==> src/rtl/fetch_sequencer.sv <==
// rtl/fetch_sequencer.sv - PC owner and instruction fetch sequencer for the non-pipelined core
// Drives imem with the PC, waits MEM_LAT cycles, then holds the word for decode until accepted.
module fetch_sequencer #(
    parameter int INS_ADDRESS = 32,
    parameter int INS_W       = 32,
    parameter int MEM_LAT     = 1,
    parameter logic [INS_ADDRESS-1:0] RESET_PC = '0,
    parameter logic [INS_ADDRESS-1:0] PC_STEP  = {{(INS_ADDRESS-1){1'b0}}, 1'b1}
) (
    input  logic                   clk,
    input  logic                   rst_n,
    input  logic                   start,
    input  logic                   halt_req,
    input  logic                   redirect_valid,
    input  logic [INS_ADDRESS-1:0] redirect_pc,
    output logic [INS_ADDRESS-1:0] imem_addr,
    input  logic [INS_W-1:0]       imem_instr,
    output logic                   instr_valid,
    input  logic                   instr_ready,
    output logic [INS_W-1:0]       instr,
    output logic [INS_ADDRESS-1:0] instr_pc,
    output logic                   busy,
    output logic                   halted,
    output logic [31:0]            fetch_count
);

    typedef enum logic [1:0] {
        S_IDLE,
        S_FETCH,
        S_ISSUE,
        S_HALTED
    } state_t;

    localparam logic [3:0] LAT_LAST = 4'(MEM_LAT - 1);

    state_t                 state;
    logic [INS_ADDRESS-1:0] pc;
    logic [3:0]             wait_cnt;
    logic                   halt_pend;
    logic                   handshake;

    assign handshake   = (state == S_ISSUE) && instr_ready;
    assign imem_addr   = pc;
    assign instr_valid = (state == S_ISSUE);
    assign busy        = (state == S_FETCH) || (state == S_ISSUE);
    assign halted      = (state == S_HALTED);

    always_ff @(posedge clk or negedge rst_n) begin
        if (!rst_n) begin
            state       <= S_IDLE;
            pc          <= RESET_PC;
            wait_cnt    <= '0;
            halt_pend   <= 1'b0;
            instr       <= '0;
            instr_pc    <= '0;
            fetch_count <= '0;
        end else begin
            if (handshake && (fetch_count != 32'hFFFF_FFFF))
                fetch_count <= fetch_count + 32'd1;

            case (state)
                S_IDLE, S_HALTED: begin
                    halt_pend <= 1'b0;
                    if (redirect_valid)
                        pc <= redirect_pc;
                    // halt_req beats start; a redirect beats the IDLE restart vector
                    if (start && !halt_req) begin
                        if (state == S_IDLE && !redirect_valid)
                            pc <= RESET_PC;
                        wait_cnt <= '0;
                        state    <= S_FETCH;
                    end
                end

                S_FETCH: begin
                    if (redirect_valid) begin
                        pc       <= redirect_pc;
                        wait_cnt <= '0;
                        state    <= halt_req ? S_HALTED : S_FETCH;
                    end else if (halt_req) begin
                        wait_cnt <= '0;
                        state    <= S_HALTED;
                    end else if (wait_cnt == LAT_LAST) begin
                        instr    <= imem_instr;
                        instr_pc <= pc;
                        wait_cnt <= '0;
                        state    <= S_ISSUE;
                    end else begin
                        wait_cnt <= wait_cnt + 4'd1;
                    end
                end

                S_ISSUE: begin
                    if (redirect_valid) begin
                        // the held word is dropped unless decode takes it this same cycle
                        pc        <= redirect_pc;
                        wait_cnt  <= '0;
                        halt_pend <= 1'b0;
                        if (halt_req || (handshake && halt_pend))
                            state <= S_HALTED;
                        else
                            state <= S_FETCH;
                    end else if (handshake) begin
                        pc        <= pc + PC_STEP;
                        wait_cnt  <= '0;
                        halt_pend <= 1'b0;
                        state     <= (halt_pend || halt_req) ? S_HALTED : S_FETCH;
                    end else if (halt_req) begin
                        halt_pend <= 1'b1;
                    end
                end

                default: state <= S_IDLE;
            endcase
        end
    end

endmodule
==> config.mk <==
export PLATFORM = sky130hd
export DESIGN_NAME = fetch_sequencer
export DESIGN_NICKNAME = d
export VERILOG_FILES = /design/src/rtl/fetch_sequencer.sv
export SDC_FILE = /design/constraint.sdc
export NUM_CORES = 1
export LEC_CHECK = 0
export ABC_AREA = 1
export BUFFER_PORTS_ARGS = -buffer_cell sky130_fd_sc_hd__buf_2
export CAP_MARGIN = 10
export CORE_ASPECT_RATIO = 0.6
export CORE_MARGIN = 3
export CORE_UTILIZATION = 28
export CTS_BUF_LIST = sky130_fd_sc_hd__clkbuf_8
export DETAILED_ROUTE_END_ITERATION = 16
export PLACE_DENSITY = 0.55
export SLEW_MARGIN = 40
export SYNTH_ARGS = -nofsm -noshare
export SYNTH_HDL_FRONTEND = slang
export SYNTH_SLANG_ARGS = --single-unit
==> constraint.sdc <==
create_clock -name clk -period 1.8 [get_ports clk]
set_clock_uncertainty 0.05 [all_clocks]
set_input_delay 0.36 -clock clk [delete_from_list [all_inputs] [get_ports clk]]
set_output_delay 0.36 -clock clk [all_outputs]
set_load 0.005 [all_outputs]
==> impl_metrics.env <==
export IMPL_finalPower_uw=17000
export IMPL_drive_gt1_frac=0.442
export IMPL_overflow=0
export IMPL_grt_use_total=0.196
export IMPL_hp_class="in2reg"
export IMPL_violations="negative setup slack"
export IMPL_die_w_um=223
export IMPL_yosys_warnings=0
export IMPL_end_kind="register"
export IMPL_grt_max_degree=57
export IMPL_rsz0062_at_grt="true"
export IMPL_gr_usage_met2=0.251
export IMPL_startpoint_type="register"
export IMPL_avgSynthCellArea_sq_um=7.57
export IMPL_route_detailed_drc=0
export IMPL_post_synth_top_area_cell="dfrtp_1"
export IMPL_synth_area_sq_um=7900
export IMPL_crit_arrival_ns=2.22
export IMPL_placed_cells=1698
export IMPL_die_y_um=136
export IMPL_path_clk_slew_ns=0.08
export IMPL_final_cells=1771
export IMPL_powerDensity_nw_per_um2=1420
export IMPL_path_class="reg2reg"
export IMPL_use_met1=0.309
export IMPL_cts_num_sinks=135
export IMPL_fin_crit_sh=1.06
export IMPL_grt_pass1_wl_um=45800
export IMPL_antenna_found_initial=1
export IMPL_rows=46
export IMPL_dpl_hpwl_um=22100
export IMPL_syn_num_nets=1123
export IMPL_cts_root_buf="clkbuf_8"
export IMPL_area_delta_synth_final_pct=50.9
export IMPL_hold_ws_ns=0.0522
export IMPL_port_buffers=200
export IMPL_synthArstFlopShare=1.00
export IMPL_yosysSeqAreaShare=0.427
export IMPL_dominantRegCellSynth="dfrtp_1"
export IMPL_multi_input_area_sq_um=4650
export IMPL_irDropWorstVdd_mv=0.807
export IMPL_ant_nets=0
export IMPL_r2r_slack_ns=-0.10
export IMPL_ys_seq_elements=135
export IMPL_die_area_sq_um=30300
export IMPL_synth_area_leaders="dfrtp_1 43%, nand2_1 15%, nor2_1 7.2%"
export IMPL_drt_pass1_iter_count=5
export IMPL_numCtsBuffers=17
export IMPL_nets=1477
export IMPL_crit_fanout=19
export IMPL_drv_cap=0
export IMPL_reg2reg_depth=8
export IMPL_coreArea_sq_um=27100
export IMPL_vias=8588
export IMPL_crit_required_ns=2.12
export IMPL_met3_usage=0.0611
export IMPL_h_tree_depth=4
export IMPL_min_path_cells=2
export IMPL_fin_crit_ns=1.90
export IMPL_io_pin_count=201
export IMPL_start_util=0.292
export IMPL_maxSlewViolCount=0
export IMPL_run_status="complete, but fails checks"
export IMPL_setup_viol=43
export IMPL_wl_um=30700
export IMPL_routedWlPerCell_um=17.3
export IMPL_hold_violations=0
export IMPL_routabilityCongestion=0.922
export IMPL_synth_top_area_share=0.427
export IMPL_r2r_start="state[1]"
export IMPL_worst_slew_pin_slew_ns=0.386
export IMPL_clk_path_buf_depth=2
export IMPL_slew_headroom=0.743
export IMPL_drtIter0Drc=767
export IMPL_r2r_end="instr[12]"
export IMPL_achievable_frequency_mhz=526
export IMPL_setup_worst_path_start="state[1]"
export IMPL_clkLatencyLatePin_ns=0.49
export IMPL_grt_busiest_layer="met1"
export IMPL_setup_worst_path_end="instr[12]"
export IMPL_p_leak_uw=0.00586
export IMPL_netlist_instances=1044
export IMPL_grt_pass1_vias=7917
export IMPL_synth_cell_types=48
export IMPL_final_setup_worst_slack_ns=-0.102
export IMPL_nFillCells=2724
export IMPL_regArea_sq_um=3390
export IMPL_via_per_inst=4.85
export IMPL_synth_edf_count=0
export IMPL_cts_tree="built"
worst min-delay path by stage:
stage	from	to	slack, ns
2_1_floorplan	rst_n	fetch_count[0]	0.01
4_1_cts	imem_instr[28]	instr[28]	0.01
3_5_place_dp	rst_n	instr[28]	0.22
6_report	imem_instr[28]	instr[28]	0.05
3_3_place_gp	rst_n	instr[28]	0.22
5_1_grt	imem_instr[15]	instr[15]	0.002
final cells by class:
class,count,area share
Clock buffer,20,0.0231
Timing Repair Buffer,372,0.229
Timing Repair inverter,1,0.000944
Antenna cell,1,0.000210
Tap cell,360,0.0378
Clock inverter,11,0.00661
Inverter,84,0.0287
Multi-Input combinational cell,787,0.390
Sequential cell,135,0.284
flip-flops by register name (all words and copies together) (netlist names):
| name | flops |
|---|---|
| fetch_count | 32 |
| imem_addr | 32 |
| instr | 32 |
| halt_pend | 1 |
| state | 2 |
| wait_cnt | 4 |
| instr_pc | 32 |
synthesized netlist by cell type (2+ instances only):
library cell and number:
a22oi_1 4, ha_1 9, clkbuf_1 18, mux2_2 13, o211ai_1 5, nor3_1 18
a211oi_1 2, inv_1 80, dfrtp_1 135, nor4_1 5, xor2_1 22, nor3_2 3
buf_6 7, o22ai_1 2, nand3_1 41, buf_2 7, inv_2 2, o21ai_2 6
nor2_4 2, mux2_4 22, o31ai_1 3, buf_1 5, xnor2_1 9, nand4_1 6
nand2_1 313, or2_2 2, nor2_1 152, a21oi_1 70, o21ai_0 60, a31oi_1 3
kinds of logic after synthesis:
logic type	share of synthesized area
DFF	0.427
AOI/OAI and AO/OA	0.115
buffers and inverters	0.0665
adders and majority gates	0.0142
muxes	0.0603
and+or+nand+nor	0.283
xor gates and xnor gates	0.0344
power by group:
group	internal, uW	switching [uW]	leakage, uW
combinational	4530	4850	0.00400
clock	1050	1340	0.000180
sequential	4270	937	0.00168
worst max-delay path: stages (launching register included):
cell     delay [ns]
dfrtp_1        0.42
inv_2          0.12
ha_2           0.20
inv_1          0.08
nor2_4         0.15
nand4_4        0.15
buf_6          0.17
buf_16         0.15
mux2_4         0.29
per-stage QoR:
stage                     worst slack [ns]  instance area (sq um)   util  setup TNS (ns)
after global routing                -0.179                  11900  0.440           -8.97
final                               -0.102                  11900  0.440           -1.87
after global placement             -0.0800                  10300  0.379          -0.704
after detailed placement           -0.0733                  10300  0.379           -1.08
after CTS                           -0.128                  10900  0.402           -2.23
after floorplan                    -0.0229                   7910      -         -0.0436
layer usage:
layer / part of all wire / wire length [um] / vias to the layer above
met5: 0 / 0 / -
met1: 0.50 / 15200 / 4074
met3: 0.097 / 2970 / 35
met2: 0.39 / 12000 / 376
li1: - / - / 4103
met4: 0.015 / 473 / 0
layout by cell type (no fill, tap or decap), types with 4 or more instances in the layout:
cell	n
dfrtp_1	126
mux2_2	13
nor2_4	19
buf_12	14
clkinv_4	4
nor3_1	5
o211ai_1	5
nor2_1	114
nor3_4	4
dfrtp_2	9
inv_2	8
buf_2	197
a21oi_2	16
nor2_2	22
ha_2	5
xnor2_1	8
o21ai_2	8
nand2_1	261
buf_4	119
nand4_1	6
buf_8	6
a21oi_1	53
nand2_4	4
nand2_2	49
inv_1	73
xor2_1	22
o21ai_0	47
nor3_2	12
nand3_1	32
o21ai_1	11
clkbuf_8	20
nand3_2	9
buf_6	30
mux2_4	22
what timing repair did:
action / CTS / global route
buffers inserted: 5 / 30
pin swaps: 9 / 61
gates cloned: 3 / 5
endpoints found under the hold margin: 27 / 0
endpoints found under the setup margin: 87 / 130
gates resized for setup: 36 / 230
hold buffers: 1 / 0
Power figures use the tool's default switching activity.
